## src/rtl/if_id_buffer_pkg.sv

```systemverilog
// Shared constants for the IF/ID instruction buffer: field widths, control-bus
// bit positions and the compressed-instruction test.
package if_id_buffer_pkg;

  localparam int ADDR_WIDTH = 32;
  localparam int INST_WIDTH = 32;

  localparam int STALL_IF_BIT     = 0;
  localparam int STALL_ID_BIT     = 1;
  localparam int FLUSH_IFID_BIT   = 0;
  localparam int ISSUE_SINGLE_BIT = 0;

  // Decode slot occupancy, named for readability of the pop logic.
  typedef enum logic [1:0] {
    SLOTS_NONE = 2'b00,
    SLOTS_ONE  = 2'b01,
    SLOTS_TWO  = 2'b11
  } slotMask_e;

  // Any encoding whose low two bits are not 2'b11 is a 16-bit instruction.
  function automatic logic isCompressed(input logic [INST_WIDTH-1:0] inst);
    return inst[1:0] != 2'b11;
  endfunction

endpackage

```

## src/rtl/if_id_buffer_if.sv

```systemverilog
// Fetch-side and decode-side bus of the IF/ID buffer; master is the
// fetch/decode environment, slave is the buffer.
interface if_id_buffer_if
  import if_id_buffer_pkg::*;
#(
  parameter int ADDR_WIDTH = if_id_buffer_pkg::ADDR_WIDTH
);
  // Handshake: a fetch pair is accepted on a rising clk edge when Fetch_Ready=1
  // and Fetch_Valid[0]=1 (Fetch_Valid[1] only adds slot1); Fetch_Ready depends
  // on registered state only. Decode_Valid marks live slots; there is no
  // decode-side ready, the consumer pops via stall/issue controls instead.
  logic [1:0]            Fetch_Valid;
  logic [ADDR_WIDTH-1:0] Fetch_PC0;
  logic [ADDR_WIDTH-1:0] Fetch_PC1;
  logic [INST_WIDTH-1:0] Fetch_Inst0;
  logic [INST_WIDTH-1:0] Fetch_Inst1;
  logic                  Fetch_Ready;

  logic [1:0]            Decode_Valid;
  logic [ADDR_WIDTH-1:0] Decode_PC0;
  logic [ADDR_WIDTH-1:0] Decode_PC1;
  logic [INST_WIDTH-1:0] Decode_Inst0;
  logic [INST_WIDTH-1:0] Decode_Inst1;
  logic                  Decode_16BitFlag_0;
  logic                  Decode_16BitFlag_1;

  modport master (
    output Fetch_Valid, Fetch_PC0, Fetch_PC1, Fetch_Inst0, Fetch_Inst1,
    input  Fetch_Ready,
    input  Decode_Valid, Decode_PC0, Decode_PC1, Decode_Inst0, Decode_Inst1,
    input  Decode_16BitFlag_0, Decode_16BitFlag_1
  );

  modport slave (
    input  Fetch_Valid, Fetch_PC0, Fetch_PC1, Fetch_Inst0, Fetch_Inst1,
    output Fetch_Ready,
    output Decode_Valid, Decode_PC0, Decode_PC1, Decode_Inst0, Decode_Inst1,
    output Decode_16BitFlag_0, Decode_16BitFlag_1
  );

endinterface

```

## src/rtl/if_id_buffer_fifo_mem.sv

```systemverilog
// Entry storage for the IF/ID buffer: two write ports, two asynchronous read
// ports, no reset on the array (validity lives in the occupancy count).
module ifid_fifo_mem
  import if_id_buffer_pkg::*;
#(
  parameter int DEPTH = 4,
  parameter int WIDTH = ADDR_WIDTH + INST_WIDTH
) (
  input  logic                     clk,
  input  logic                     we0,
  input  logic [$clog2(DEPTH)-1:0] wa0,
  input  logic [WIDTH-1:0]         wd0,
  input  logic                     we1,
  input  logic [$clog2(DEPTH)-1:0] wa1,
  input  logic [WIDTH-1:0]         wd1,
  input  logic [$clog2(DEPTH)-1:0] ra0,
  input  logic [$clog2(DEPTH)-1:0] ra1,
  output logic [WIDTH-1:0]         rd0,
  output logic [WIDTH-1:0]         rd1
);

  logic [WIDTH-1:0] mem [DEPTH];

  // wa0 and wa1 are always consecutive slots, so the ports never collide.
  always_ff @(posedge clk) begin
    if (we0) mem[wa0] <= wd0;
    if (we1) mem[wa1] <= wd1;
  end

  assign rd0 = mem[ra0];
  assign rd1 = mem[ra1];

endmodule

```

## src/rtl/if_id_buffer.sv

```systemverilog
// Dual-issue IF/ID circular instruction buffer. Define IFID_PERF_CNT_EN to
// enable the ID-stall and flush performance counters (tied to zero otherwise).
module if_id_buffer
  import if_id_buffer_pkg::*;
#(
  parameter int DEPTH      = 4,
  parameter int ADDR_WIDTH = if_id_buffer_pkg::ADDR_WIDTH
) (
  input  logic                   clk,
  input  logic                   rst,
  if_id_buffer_if.slave          bus,
  input  logic [4:0]             Ctrl_Stall,
  input  logic [3:0]             Flush,
  input  logic [3:0]             issue_select,
  output logic [31:0]            Perf_IdStallCnt,
  output logic [31:0]            Perf_FlushCnt,
  output logic [$clog2(DEPTH):0] dbgCount
);

  localparam int PW = $clog2(DEPTH);
  localparam int CW = PW + 1;
  localparam int EW = ADDR_WIDTH + INST_WIDTH;

  logic [PW-1:0] headPtr, tailPtr, headPlus1, tailPlus1;
  logic [CW-1:0] count, freeCnt, pushCnt, popCnt;
  logic          flushNow, stallIf, stallId, singleIssue;
  logic          pushEn, pushTwo;
  logic [1:0]    decValid;
  logic [EW-1:0] rdData0, rdData1;
  logic          unusedBits;

  assign flushNow    = Flush[FLUSH_IFID_BIT];
  assign stallIf     = Ctrl_Stall[STALL_IF_BIT];
  assign stallId     = Ctrl_Stall[STALL_ID_BIT];
  assign singleIssue = issue_select[ISSUE_SINGLE_BIT];
  assign unusedBits  = ^{Ctrl_Stall[4:2], Flush[3:1], issue_select[3:1]};

  assign headPlus1 = headPtr + PW'(1);
  assign tailPlus1 = tailPtr + PW'(1);

  // Ready needs room for a full pair, so a granted push can never overflow.
  assign freeCnt         = CW'(DEPTH) - count;
  assign bus.Fetch_Ready = freeCnt >= CW'(2);

  assign pushEn  = bus.Fetch_Ready & ~stallIf & bus.Fetch_Valid[0] & ~flushNow;
  assign pushTwo = pushEn & bus.Fetch_Valid[1];

  always_comb begin
    pushCnt = '0;
    popCnt  = '0;
    if (pushEn) pushCnt = pushTwo ? CW'(2) : CW'(1);
    if (!(stallId || flushNow)) begin
      if (singleIssue) popCnt = (count >= CW'(1)) ? CW'(1) : '0;
      else             popCnt = (count >= CW'(2)) ? CW'(2) : count;
    end
  end

  always_ff @(posedge clk) begin
    if (rst || flushNow) begin
      headPtr <= '0;
      tailPtr <= '0;
      count   <= '0;
    end else begin
      headPtr <= headPtr + popCnt[PW-1:0];
      tailPtr <= tailPtr + pushCnt[PW-1:0];
      count   <= count + pushCnt - popCnt;
    end
  end

  ifid_fifo_mem #(
    .DEPTH (DEPTH),
    .WIDTH (EW)
  ) uMem (
    .clk (clk),
    .we0 (pushEn),
    .wa0 (tailPtr),
    .wd0 ({bus.Fetch_PC0, bus.Fetch_Inst0}),
    .we1 (pushTwo),
    .wa1 (tailPlus1),
    .wd1 ({bus.Fetch_PC1, bus.Fetch_Inst1}),
    .ra0 (headPtr),
    .ra1 (headPlus1),
    .rd0 (rdData0),
    .rd1 (rdData1)
  );

  always_comb begin
    decValid = SLOTS_NONE;
    if (!flushNow) begin
      if (count >= CW'(2))      decValid = SLOTS_TWO;
      else if (count >= CW'(1)) decValid = SLOTS_ONE;
    end
  end

  // Dead slots read as zero so stale array contents never reach decode.
  assign bus.Decode_Valid       = decValid;
  assign bus.Decode_PC0         = decValid[0] ? rdData0[EW-1 -: ADDR_WIDTH] : '0;
  assign bus.Decode_Inst0       = decValid[0] ? rdData0[INST_WIDTH-1:0] : '0;
  assign bus.Decode_16BitFlag_0 = decValid[0] & isCompressed(rdData0[INST_WIDTH-1:0]);
  assign bus.Decode_PC1         = decValid[1] ? rdData1[EW-1 -: ADDR_WIDTH] : '0;
  assign bus.Decode_Inst1       = decValid[1] ? rdData1[INST_WIDTH-1:0] : '0;
  assign bus.Decode_16BitFlag_1 = decValid[1] & isCompressed(rdData1[INST_WIDTH-1:0]);

  assign dbgCount = count;

`ifdef IFID_PERF_CNT_EN
  logic [31:0] idStallCnt, flushCnt;

  always_ff @(posedge clk) begin
    if (rst) begin
      idStallCnt <= '0;
      flushCnt   <= '0;
    end else begin
      if (stallId && (decValid != SLOTS_NONE)) idStallCnt <= idStallCnt + 32'd1;
      if (flushNow)                            flushCnt   <= flushCnt + 32'd1;
    end
  end

  assign Perf_IdStallCnt = idStallCnt;
  assign Perf_FlushCnt   = flushCnt;
`else
  assign Perf_IdStallCnt = 32'h0;
  assign Perf_FlushCnt   = 32'h0;
`endif

endmodule

```

## src/flat_wrapper.sv

```systemverilog
// flat-port wrapper written by rule: the top's interface ports become plain ports
module if_id_buffer_flat import if_id_buffer_pkg::*;
#(
  parameter int DEPTH      = 4,
  parameter int ADDR_WIDTH = if_id_buffer_pkg::ADDR_WIDTH
)
  (clk, rst, Ctrl_Stall, Flush, issue_select, Perf_IdStallCnt, Perf_FlushCnt, dbgCount, bus_Fetch_Valid, bus_Fetch_PC0, bus_Fetch_PC1, bus_Fetch_Inst0, bus_Fetch_Inst1, bus_Fetch_Ready, bus_Decode_Valid, bus_Decode_PC0, bus_Decode_PC1, bus_Decode_Inst0, bus_Decode_Inst1, bus_Decode_16BitFlag_0, bus_Decode_16BitFlag_1);
  if_id_buffer_if #(.ADDR_WIDTH(ADDR_WIDTH)) bus_i ();
  input  logic clk;
  input  logic rst;
  input  logic [4:0] Ctrl_Stall;
  input  logic [3:0] Flush;
  input  logic [3:0] issue_select;
  output logic [31:0] Perf_IdStallCnt;
  output logic [31:0] Perf_FlushCnt;
  output logic [$clog2(DEPTH):0] dbgCount;
  input wire logic [$bits(bus_i.Fetch_Valid)-1:0] bus_Fetch_Valid;
  input wire logic [$bits(bus_i.Fetch_PC0)-1:0] bus_Fetch_PC0;
  input wire logic [$bits(bus_i.Fetch_PC1)-1:0] bus_Fetch_PC1;
  input wire logic [$bits(bus_i.Fetch_Inst0)-1:0] bus_Fetch_Inst0;
  input wire logic [$bits(bus_i.Fetch_Inst1)-1:0] bus_Fetch_Inst1;
  output wire logic [$bits(bus_i.Fetch_Ready)-1:0] bus_Fetch_Ready;
  output wire logic [$bits(bus_i.Decode_Valid)-1:0] bus_Decode_Valid;
  output wire logic [$bits(bus_i.Decode_PC0)-1:0] bus_Decode_PC0;
  output wire logic [$bits(bus_i.Decode_PC1)-1:0] bus_Decode_PC1;
  output wire logic [$bits(bus_i.Decode_Inst0)-1:0] bus_Decode_Inst0;
  output wire logic [$bits(bus_i.Decode_Inst1)-1:0] bus_Decode_Inst1;
  output wire logic [$bits(bus_i.Decode_16BitFlag_0)-1:0] bus_Decode_16BitFlag_0;
  output wire logic [$bits(bus_i.Decode_16BitFlag_1)-1:0] bus_Decode_16BitFlag_1;
  assign bus_i.Fetch_Valid = bus_Fetch_Valid;
  assign bus_i.Fetch_PC0 = bus_Fetch_PC0;
  assign bus_i.Fetch_PC1 = bus_Fetch_PC1;
  assign bus_i.Fetch_Inst0 = bus_Fetch_Inst0;
  assign bus_i.Fetch_Inst1 = bus_Fetch_Inst1;
  assign bus_Fetch_Ready = bus_i.Fetch_Ready;
  assign bus_Decode_Valid = bus_i.Decode_Valid;
  assign bus_Decode_PC0 = bus_i.Decode_PC0;
  assign bus_Decode_PC1 = bus_i.Decode_PC1;
  assign bus_Decode_Inst0 = bus_i.Decode_Inst0;
  assign bus_Decode_Inst1 = bus_i.Decode_Inst1;
  assign bus_Decode_16BitFlag_0 = bus_i.Decode_16BitFlag_0;
  assign bus_Decode_16BitFlag_1 = bus_i.Decode_16BitFlag_1;
  if_id_buffer #(.DEPTH(DEPTH), .ADDR_WIDTH(ADDR_WIDTH)) u_core (.clk(clk), .rst(rst), .bus(bus_i), .Ctrl_Stall(Ctrl_Stall), .Flush(Flush), .issue_select(issue_select), .Perf_IdStallCnt(Perf_IdStallCnt), .Perf_FlushCnt(Perf_FlushCnt), .dbgCount(dbgCount));
endmodule
```

## config.mk

```make
export PLATFORM = sky130hd
export DESIGN_NAME = if_id_buffer_flat
export DESIGN_NICKNAME = d
export VERILOG_FILES = /design/src/rtl/if_id_buffer_pkg.sv /design/src/rtl/if_id_buffer_if.sv /design/src/rtl/if_id_buffer_fifo_mem.sv /design/src/rtl/if_id_buffer.sv /design/src/flat_wrapper.sv
export SDC_FILE = /design/constraint.sdc
export NUM_CORES = 1
export LEC_CHECK = 0
export CORE_AREA = 2 2 179 181
export DETAILED_ROUTE_END_ITERATION = 16
export DIE_AREA = 0 0 181 183
export PLACE_DENSITY = 0.81
export SYNTH_ARGS = -nofsm -noshare
export SYNTH_HDL_FRONTEND = slang
export SYNTH_HIERARCHICAL = 1
export SYNTH_SLANG_ARGS = --single-unit
```

## constraint.sdc

```tcl
create_clock -name clk -period 10.49 [get_ports clk]
set_input_delay 2.098 -clock clk [delete_from_list [all_inputs] [get_ports clk]]
set_output_delay 2.098 -clock clk [all_outputs]
set_load 0.02 [all_outputs]
```

After elaboration in Yosys (flattened, before gate mapping)
Memory sizes are Yosys's and may differ from the RTL's. A register that Yosys moved wholly into a read port is not among the register bits.
Cells that the tools add are included.

cells by class
  add/sub/neg operators = 7
  order comparisons = 3
  eq/ne operators = 2
  multiplexer cells = 18
  bitwise gates (word level) = 8
  reductions and logical operators = 2

operator list
  cell                   number
  $mux W32               4
  $mux W3                4
  $mux W2                4
  $and A1 B1 Y1          6
  $ge A3 B2 Y1 const B   2
  $mux W1                6
  $add A2 B1 Y2 const B  2
  $add A2 B2 Y2          2
  $ne A2 B2 Y1 const B   2
  $add A3 B3 Y3          1
  $ge A3 B1 Y1 const B   1
  $sub A3 B3 Y3          1
  $sub A3 B3 Y3 const A  1
  $logic_or A1 B1 Y1     2
  $not A1 Y1             2

storage, ports and cells
  bits in registers = 7
  memory bits (writable) = 256
  input bits = 145
  output and inout bits = 200
  word-level logic and storage cells = 44
  memories = 1

memories
  name             words  bits a word  read ports  clocked after memory_dff  write ports  line                         source
  u_core.uMem.mem  4      64           2           1                         2            if_id_buffer_fifo_mem.sv:22  logic [WIDTH-1:0] mem [DEPTH];

Logic depth before layout (Yosys ltp)
  depth after elaboration = 10
  gate-level depth with buffers = 12
  mapped depth without buffers = 12

Cells and area by module
The synthesis kept the hierarchy.

modules (own cells, without submodules)
  module         times used  cells each  area each (µm²)  sequential area each (µm²)
  ifid_fifo_mem  1           708         14141.1          7687.4
  if_id_buffer   1           270         1936.9           140.1

Worst setup path after synthesis
No wires, ideal clock.

  path type = input port to flip-flop
  start point = input port Flush[0]
  end point = memory u_core/uMem/mem[1][0] (netlist bit) (enable)
  setup time = 574 ps
  data arrival time = 7337 ps
  required time = 9916 ps
  slack = 2579 ps
  stages = 4
  buffers on the path = 1
  cell sequence = clkbuf_1 > a2111oi_4 > nand2_1 > o21ai_0

RTL lines
  element          line                         source
  start, declared  flat_wrapper.sv:12           input logic [3:0] Flush;
  end, declared    if_id_buffer_fifo_mem.sv:22

Worst setup path in the final report
  start point = input port Flush[0]
  end point = output port bus_Decode_16BitFlag_0

between the ends
  word-level cells in the longest chain between the ends = 2

ends and longest elaborated chain
  element        line                source
  $mux W2        if_id_buffer.sv:89  if (!flushNow) begin
  $and A1 B1 Y1  if_id_buffer.sv:99  assign bus.Decode_16BitFlag_0 = decValid[0] & isCompressed(rdData0[INST_WIDTH-1:0]);
  end, declared  flat_wrapper.sv:28  output wire logic [$bits(bus_i.Decode_16BitFlag_0)-1:0] bus_Decode_16BitFlag_0;

Every way passes these cells.

==> impl_metrics.env <==
export IMPL_r2r_end="u_core/uMem/mem[0][63]"
export IMPL_fin_tns_setup_ns=0
export IMPL_track_usage=0.248
export IMPL_worst_hold_slack_ns=0.660
export IMPL_synth_edf_count=256
export IMPL_hold_violations=0
export IMPL_post_cts_resized=0
export IMPL_drc=0
export IMPL_post_route_period_util=0.688
export IMPL_seq_area_frac_synth=0.487
export IMPL_drtIter0Drc=628
export IMPL_outcome="finished clean"
export IMPL_ir_drop_v=0.0000973
export IMPL_cts_root_buf="clkbuf_16"
export IMPL_cp_max_fo=39
export IMPL_place_hpwl_mm=24.5
export IMPL_max_freq_mhz=139
export IMPL_via_count=9689
export IMPL_ys_ff_latch=263
export IMPL_power_w=0.00246
export IMPL_fin_nets=1379
export IMPL_synth_async_reset_ratio=0
export IMPL_portBuffers=271
export IMPL_fin_ws_ns=3.28
export IMPL_power_density_mw_per_mm2=125
export IMPL_routedWlPerCell_um=24.6
export IMPL_tightest_slew_ns=1.18
export IMPL_grt_max_degree=66
export IMPL_cts_htree_levels=1
export IMPL_crit_path_start_kind="primary input"
export IMPL_dieArea_mm2=0.0331
export IMPL_cts_setup_buffers=0
export IMPL_clk_path_buf_depth=3
export IMPL_path_class="primary input to output port"
export IMPL_drive_gt1_frac=0.244
export IMPL_rsz0062_at_grt="false"
export IMPL_leakage_nw=6.72
export IMPL_viasPerCell=5.88
export IMPL_hold_depth=2
export IMPL_die_h_um=183
export IMPL_area_delta_synth_final_pct=22.2
export IMPL_antenna_found_initial=3
export IMPL_syn_inst=978
export IMPL_grt_overflow=0
export IMPL_reg2reg_depth=8
export IMPL_io_pins=345
export IMPL_grt_pass1_vias=10500
export IMPL_clk_pin_slew_ns=0.06
export IMPL_ys_types=38
export IMPL_worstPathRequired_ns=8.39
export IMPL_dr_pass1_iters=5
export IMPL_routabilityCongestion=0.732
export IMPL_hold_class="register to register"
export IMPL_place_ws_ns=3.22
export IMPL_synthFlopType="edfxtp_1"
export IMPL_cts_tree="built"
export IMPL_min_delay_start="u_core/dbgCount[2]"
export IMPL_synth_cell_area_mm2=0.0161
export IMPL_start_util=0.515
export IMPL_skew_ns=0.00537
export IMPL_cts_buffers=29
export IMPL_clock_latency_ns=0.54
export IMPL_grt_pass1_wl_mm=62.1
export IMPL_r2r_start="u_core/dbgCount[1]"
export IMPL_die_w_um=181
export IMPL_max_slew_margin_rel=0.213
export IMPL_period_needed_ns=7.21
export IMPL_finalSetupViolCount=0
export IMPL_fp_row_count=65
export IMPL_maxCapViolCount=0
export IMPL_drv_slew=0
export IMPL_ant_nets=0
export IMPL_regToRegSetupSlack_ns=6.72
export IMPL_core_region_area_mm2=0.0312
export IMPL_syn_avg_cell_area_um2=16.4
export IMPL_cp_end_kind="output port"
export IMPL_yosys_warnings=6
export IMPL_arrival_ns=5.11
export IMPL_wl_mm=40.6
export IMPL_min_to="u_core/dbgCount[2]"
export IMPL_ctsHoldBuffers=0
export IMPL_cts_sinks=263
export IMPL_fillers=2286
[per-layer routing]
layer | wire, µm | track usage | share of wire
met5 | 70 | 0.0148 | 0.0017
met4 | 940 | 0.0670 | 0.023
met3 | 3550 | 0.0594 | 0.087
met2 | 20500 | 0.439 | 0.50
met1 | 15600 | 0.305 | 0.38
[flip-flops by register name, summed over array words and instances, names as in the netlist]
register and cells:
u_core/headPtr 2, u_core/tailPtr 2, u_core/dbgCount 3, u_core/uMem/mem 256
[metrics by stage]
step / instance area, µm² / util / instances
floorplan: 16300 / - / 1041
CTS: 19600 / 0.629 / 1647
global placement: 18800 / 0.601 / 1596
finish: 19600 / 0.629 / 1649
detailed placement: 18800 / 0.601 / 1596
global route: 19600 / 0.629 / 1649
[cell usage after synthesis (all sizes together), types with 5 or more instances]
cell    number  area [µm²]
mux4       128        2880
mux2       256        3060
and2       132         826
nor2         5        18.8
buf        123         938
dfxtp        7         140
ha           7        87.6
clkbuf      12        45.0
inv          7        26.3
edfxtp     256        7690
nand2        6        22.5
[worst max-delay path: stages]
cell and delay [ns]:
clkdlybuf4s50_1 0.75, a21oi_4 0.82, buf_4 0.53, a21boi_1 0.22, clkdlybuf4s50_1 0.68
[layout make-up]
type | count | area, µm² | share of cell area
multi-input combinational | 636 | 7560 | 0.385
inverter | 7 | 28.8 | 0.00146
tap | 402 | 503 | 0.0256
clock inverter | 14 | 116 | 0.00592
antenna | 2 | 5.00 | 0.000255
timing repair buffer | 288 | 2840 | 0.145
clock buffer | 37 | 756 | 0.0385
sequential | 263 | 7840 | 0.399
[worst max path at each step]
stage,slack (ns),cells after the start,from,end
after floorplan,2.58,4,Flush[0],u_core/uMem/mem[1][0]
after global placement,3.31,5,Flush[0],bus_Decode_16BitFlag_0
after detailed placement,3.22,5,Flush[0],bus_Decode_16BitFlag_0
after CTS,3.22,5,Flush[0],bus_Decode_16BitFlag_0
after global routing,3.05,5,Flush[0],bus_Decode_16BitFlag_0
final,3.28,5,Flush[0],bus_Decode_16BitFlag_0
[where the power goes]
part	switching (W)	leakage [nW]	internal, W
Clock	0.000396	0.427	0.000553
Sequential	0.00000869	2.38	0.00117
Combinational	0.000164	3.92	0.000168
[cells by family (layout without fill, tap and decap cells)]
logic type               Yosys count  after routing  share of synthesized area
AO/OA/AOI/OAI                      9              9                    0.00638
buffers and inverters            142            346                     0.0628
flip-flops                       263            263                      0.487
AND/OR/NAND/NOR                  162            162                     0.0620
XOR/XNOR                           7              7                    0.00381
multiplexers                     385            385                      0.370
other                              1             66                   0.000233
adder cells (fa/ha/maj)            9              9                    0.00794
[placed cells by master, fill, tap and decap left out, types with 3 or more instances in the layout]
cell type / instances
mux2_2: 60
ha_1: 7
conb_1: 64
edfxtp_1: 256
clkinv_2: 6
nor3_1: 3
nand2_1: 4
nor2_1: 4
inv_1: 6
mux4_2: 128
clkbuf_16: 29
dfxtp_1: 5
clkdlybuf4s50_1: 271
and2_1: 132
clkinv_1: 5
xnor2_1: 4
clkbuf_1: 8
buf_4: 17
mux2_1: 150
mux2_4: 46
nand3b_1: 3
Note: power is estimated with default switching activity, not from simulation.
